--- config.mk ---
export PLATFORM = sky130hd
export DESIGN_NAME = mem_access_ctrl
export DESIGN_NICKNAME = d
export VERILOG_FILES = /design/src/rtl/mem_ctrl_pkg.sv /design/src/rtl/mem_access_ctrl_wait_timer.sv /design/src/rtl/mem_access_ctrl.sv
export SDC_FILE = /design/constraint.sdc
export NUM_CORES = 1
export LEC_CHECK = 0
export CAP_MARGIN = 20
export CORE_MARGIN = 2
export CORE_UTILIZATION = 36
export DETAILED_ROUTE_END_ITERATION = 12
export GPL_TIMING_DRIVEN = 0
export PLACE_DENSITY_LB_ADDON = 0.05
export SETUP_SLACK_MARGIN = 0.02
export SLEW_MARGIN = 20
export SYNTH_ARGS = -nofsm -noshare
export SYNTH_HDL_FRONTEND = slang
export SYNTH_SLANG_ARGS = --single-unit
--- constraint.sdc ---
create_clock -name clk -period 3.35 [get_ports clk]
set_input_delay 1.005 -clock clk [delete_from_list [all_inputs] [get_ports clk]]
set_output_delay 1.005 -clock clk [all_outputs]
set_load 0.01 [all_outputs]
--- src/rtl/mem_ctrl_pkg.sv ---
// mem_ctrl_pkg: shared state encoding and constants for the data-memory access controller.
package mem_ctrl_pkg;

    typedef enum logic [1:0] {
        IDLE = 2'd0,
        WAIT = 2'd1,
        DONE = 2'd2
    } state_e;

    // Returned as load data when the memory never acknowledges.
    localparam logic [31:0] POISON          = 32'hDEADBEEF;
    localparam int          TIMEOUT_DEFAULT = 15;

endpackage

--- src/rtl/mem_access_ctrl_wait_timer.sv ---
// wait_timer: counts WAIT cycles and flags the last cycle allowed before the access is abandoned.
module wait_timer
    import mem_ctrl_pkg::*;
#(
    parameter int TIMEOUT = TIMEOUT_DEFAULT
) (
    input  logic clk,
    input  logic rst,
    input  logic clr,
    input  logic en,
    output logic expired
);

    logic [7:0] cnt_q, cnt_d;

    always_comb begin
        cnt_d   = clr ? 8'd0 : en ? cnt_q + 8'd1 : cnt_q;
        expired = en && (cnt_q == 8'(TIMEOUT - 1));
    end

    always_ff @(posedge clk or posedge rst) begin
        if (rst) cnt_q <= 8'd0;
        else     cnt_q <= cnt_d;
    end

endmodule

--- src/rtl/mem_access_ctrl.sv ---
// mem_access_ctrl: stalls the pipeline while a load/store waits for a level-held
// memory handshake, registering load data and flagging accesses that time out.
module mem_access_ctrl
    import mem_ctrl_pkg::*;
#(
    parameter int TIMEOUT = TIMEOUT_DEFAULT
) (
    input  logic        clk,
    input  logic        rst,
    input  logic        MemRead,
    input  logic        MemWrite,
    input  logic [31:0] Address,
    input  logic [31:0] WD,
    output logic        mem_req,
    output logic        mem_we,
    output logic [31:0] mem_addr,
    output logic [31:0] mem_wdata,
    input  logic        mem_ack,
    input  logic [31:0] mem_rdata,
    output logic        Stall,
    output logic [31:0] ReadData,
    output logic        Err
);

    state_e      state_q, state_d;
    logic [31:0] rdata_q, rdata_d;
    logic        err_q, err_d;
    logic        access, tmr_clr, tmr_en, expired;

    assign access = MemRead | MemWrite;

    wait_timer #(.TIMEOUT(TIMEOUT)) u_timer (
        .clk     (clk),
        .rst     (rst),
        .clr     (tmr_clr),
        .en      (tmr_en),
        .expired (expired)
    );

    // EX/MEM is frozen by Stall, so the request fields can pass straight through;
    // any access that is not a write is treated as a read.
    always_comb begin
        state_d = state_q;
        rdata_d = rdata_q;
        err_d   = err_q;
        tmr_clr = 1'b0;
        tmr_en  = (state_q == WAIT);
        case (state_q)
            IDLE: if (access) begin
                state_d = WAIT;
                tmr_clr = 1'b1;
            end
            WAIT: if (mem_ack) begin
                state_d = DONE;
                rdata_d = MemWrite ? rdata_q : mem_rdata;
            end else if (expired) begin
                state_d = DONE;
                err_d   = 1'b1;
                rdata_d = MemWrite ? rdata_q : POISON;
            end
            default: state_d = IDLE;
        endcase
    end

    // Gated by rst so an outstanding request drops the moment reset asserts.
    assign Stall     = !rst && ((state_q == IDLE && access) || state_q == WAIT);
    assign mem_req   = Stall;
    assign mem_we    = MemWrite;
    assign mem_addr  = Address;
    assign mem_wdata = WD;
    assign ReadData  = rdata_q;
    assign Err       = err_q;

    always_ff @(posedge clk or posedge rst) begin
        if (rst) begin
            state_q <= IDLE;
            rdata_q <= 32'd0;
            err_q   <= 1'b0;
        end else begin
            state_q <= state_d;
            rdata_q <= rdata_d;
            err_q   <= err_d;
        end
    end

endmodule

==> out/qor.yml <==
dieArea_um2: 7670
path_class: "primary input to output pin"
antenna_found_initial: 0
die_x_um: 87.6
cts-root-buf: "clkbuf_8"
yosysUniqueCellTypes: 40
cts_buffers: 5
num_antenna_cells: 0
r2r_cells: 6
r2r-end: "ReadData[31]"
drtIter0Drc: 111
setup.worst_path.end_class: "output pin"
ant_nets: 0
rsz0062_at_grt: "false"
hold_end: "Err"
min_period_over_period: 0.963
pwr-share-comb: 0.473
p_int_w: 0.00139
core_um2: 6790
leakagePower_nw: 1.87
grt_start_max_net_pins: 26
route.met3.wl_um: 435
via_per_inst: 4.53
die_h_um: 87.6
grt_use_total: 0.169
r2r_start: "u_timer.cnt_q[0]"
hold_start: "Err"
slew_headroom: 0.654
netlist_top_cells_area: "dfrtp_1 43%, buf_4 21%, o22ai_1 6.2%"
irDropWorstVdd_uv: 353
fin_worst_skew_ps: 4.91
n_fill_cell: 624
port_buffers: 136
drt-total-wl_um: 6660
arrival_ps: 2220
numClockSinks: 43
powerDensity_nw_per_um2: 512
place_ws_ps: -561
grt_pass1_vias: 2134
first_pass_iters: 4
worstMarginPinSlew_ps: 518
power.share.sequential: 0.384
synth.top_cell.area_share: 0.428
power.total_w: 0.00210
met2WireLength_um: 3320
worst_setup_path_start_kind: "primary input"
synthFlopType: "dfrtp_1"
io-pin-count: 201
p_sw_frac: 0.338
maxCapViolCount: 0
start_util: 0.370
finalWorstSetupSlack_ps: 124
place_congestion: 0.795
clkTransAtPathRegs_ps: 70
top_layer: "met4"
syn_inst: 269
ys_ff_latch: 43
hp-class: "register to register"
h-tree-depth: 2
synth_area_per_cell_um2: 9.35
clk_latency_ps: 290
finish.utilization: 0.604
ys_warn_count: 0
num-nets-final: 517
power.switching_w: 0.000711
syn2layout_area_growth_pct: 63.2
num_rows: 30
power_frac_clock: 0.144
status: "complete, no violations"
critPathMaxFanout: 4
syn_area_um2: 2520
final_cell_mix: "133 x clkdlybuf4s50_1, 70 x buf_4, 43 x dfrtp_1, 36 x inv_1"
slew_violations: 0
drc: 0
synth_edf_count: 0
min_period_ps: 3230
vias: 2307
max_freq_mhz: 310
syn-num-nets: 372
dp_hpwl_um: 5220
hold_viol_final: 0
overflow: 0
cts_tree: "done"
clk_path_buf_depth: 2
met1_length_um: 2850
ys_seq_area_frac: 0.428
reg2reg_slack_ps: 1600
wl_per_cell_um: 13.1
final_common_cell: "clkdlybuf4s50_1"
required_ps: 2340
grt_pass1_wl_um: 10300
synth-async-reset-ratio: 1.00
netlist.top_cell.by_area: "dfrtp_1"
setup_viol: 0
drive_gt1_frac: 0.228
hold-path-cell-count: 1
per-layer routing:
metal	vias to the layer above	GRT usage
met2	101	0.269
met5	-	0
met4	0	0.0531
met1	1059	0.231
met3	5	0.0358
li1	1142	-
state kept, by name, indices dropped and copies added (netlist names):
signal	cells
Err	1
ReadData	32
state_q	2
u_timer.cnt_q	8
logic make-up after synthesis:
| kind of cell | count (synthesis) | share of synthesized area |
|---|---|---|
| adder cells (fa/ha/maj) | 2 | 0.00994 |
| AO/OA/AOI/OAI | 83 | 0.202 |
| flip-flops | 43 | 0.428 |
| AND/OR/NAND/NOR | 26 | 0.0756 |
| buffers and inverters | 114 | 0.281 |
| XOR/XNOR | 1 | 0.00348 |
worst max path at each step:
stage                     startpoint       to  slack (ps)  cells after the start
after global placement      MemWrite  mem_req        -530                      6
after floorplan              MemRead  mem_req         600                      4
final                        MemRead    Stall         120                      5
after CTS                    MemRead  mem_req           5                      6
after global routing         MemRead    Stall          80                      5
after detailed placement    MemWrite  mem_req        -560                      6
layout make-up:
cell class,instances,area [µm²],share of cell area
repair buffers,138,1380,0.336
flip-flops and latches,43,1080,0.262
multi-input cells,112,748,0.182
plain buffers,77,569,0.139
inverters,37,139,0.0338
well taps,96,120,0.0293
clock buffers,6,72.6,0.0177
critical path, stage by stage:
cell and delay (ps):
clkdlybuf4s50_1 500, nor3_4 60, or2_4 280, nor2_2 100, dlygate4sd2_1 270
what timing repair did:
| action | 4_1_cts | 5_1_grt |
|---|---|---|
| pin swaps | 0 | 2 |
| hold buffers | 0 | 0 |
| buffers inserted | 0 | 1 |
| setup endpoints to repair | 3 | 1 |
| gates resized for setup | 7 | 2 |
power by group through the flow:
stage / sequential, W / clock, W / combinational [W]
after floorplan: 0.000857 / 0 / 0.000465
after global placement: 0.000811 / 0 / 0.000975
after detailed placement: 0.000815 / 0 / 0.000998
after CTS: 0.000806 / 0.000314 / 0.00100
after global routing: 0.000832 / 0.000339 / 0.00109
final: 0.000806 / 0.000302 / 0.000994
metrics by stage:
stage	area (µm²)	hold slack (ps)	TNS [ps]	cells
floorplan	2520	503	0	269
global placement	4000	461	-981	501
detailed placement	4020	459	-1020	502
CTS	4100	486	0	508
global route	4110	526	0	509
finish	4110	480	0	509
Yosys cell counts (2+ instances only):
cell and n:
a21o_1 2, o22ai_1 25, nor2b_1 2, nand2_1 4
a21oi_1 25, o21ai_1 8, buf_2 5, nor2_1 3
buf_4 69, o21ai_0 4, dfrtp_1 43, a22oi_1 7
a31oi_1 3, nand3_1 5, ha_1 2, buf_6 2
inv_1 37
No activity file was read; power rests on OpenSTA's default activity.
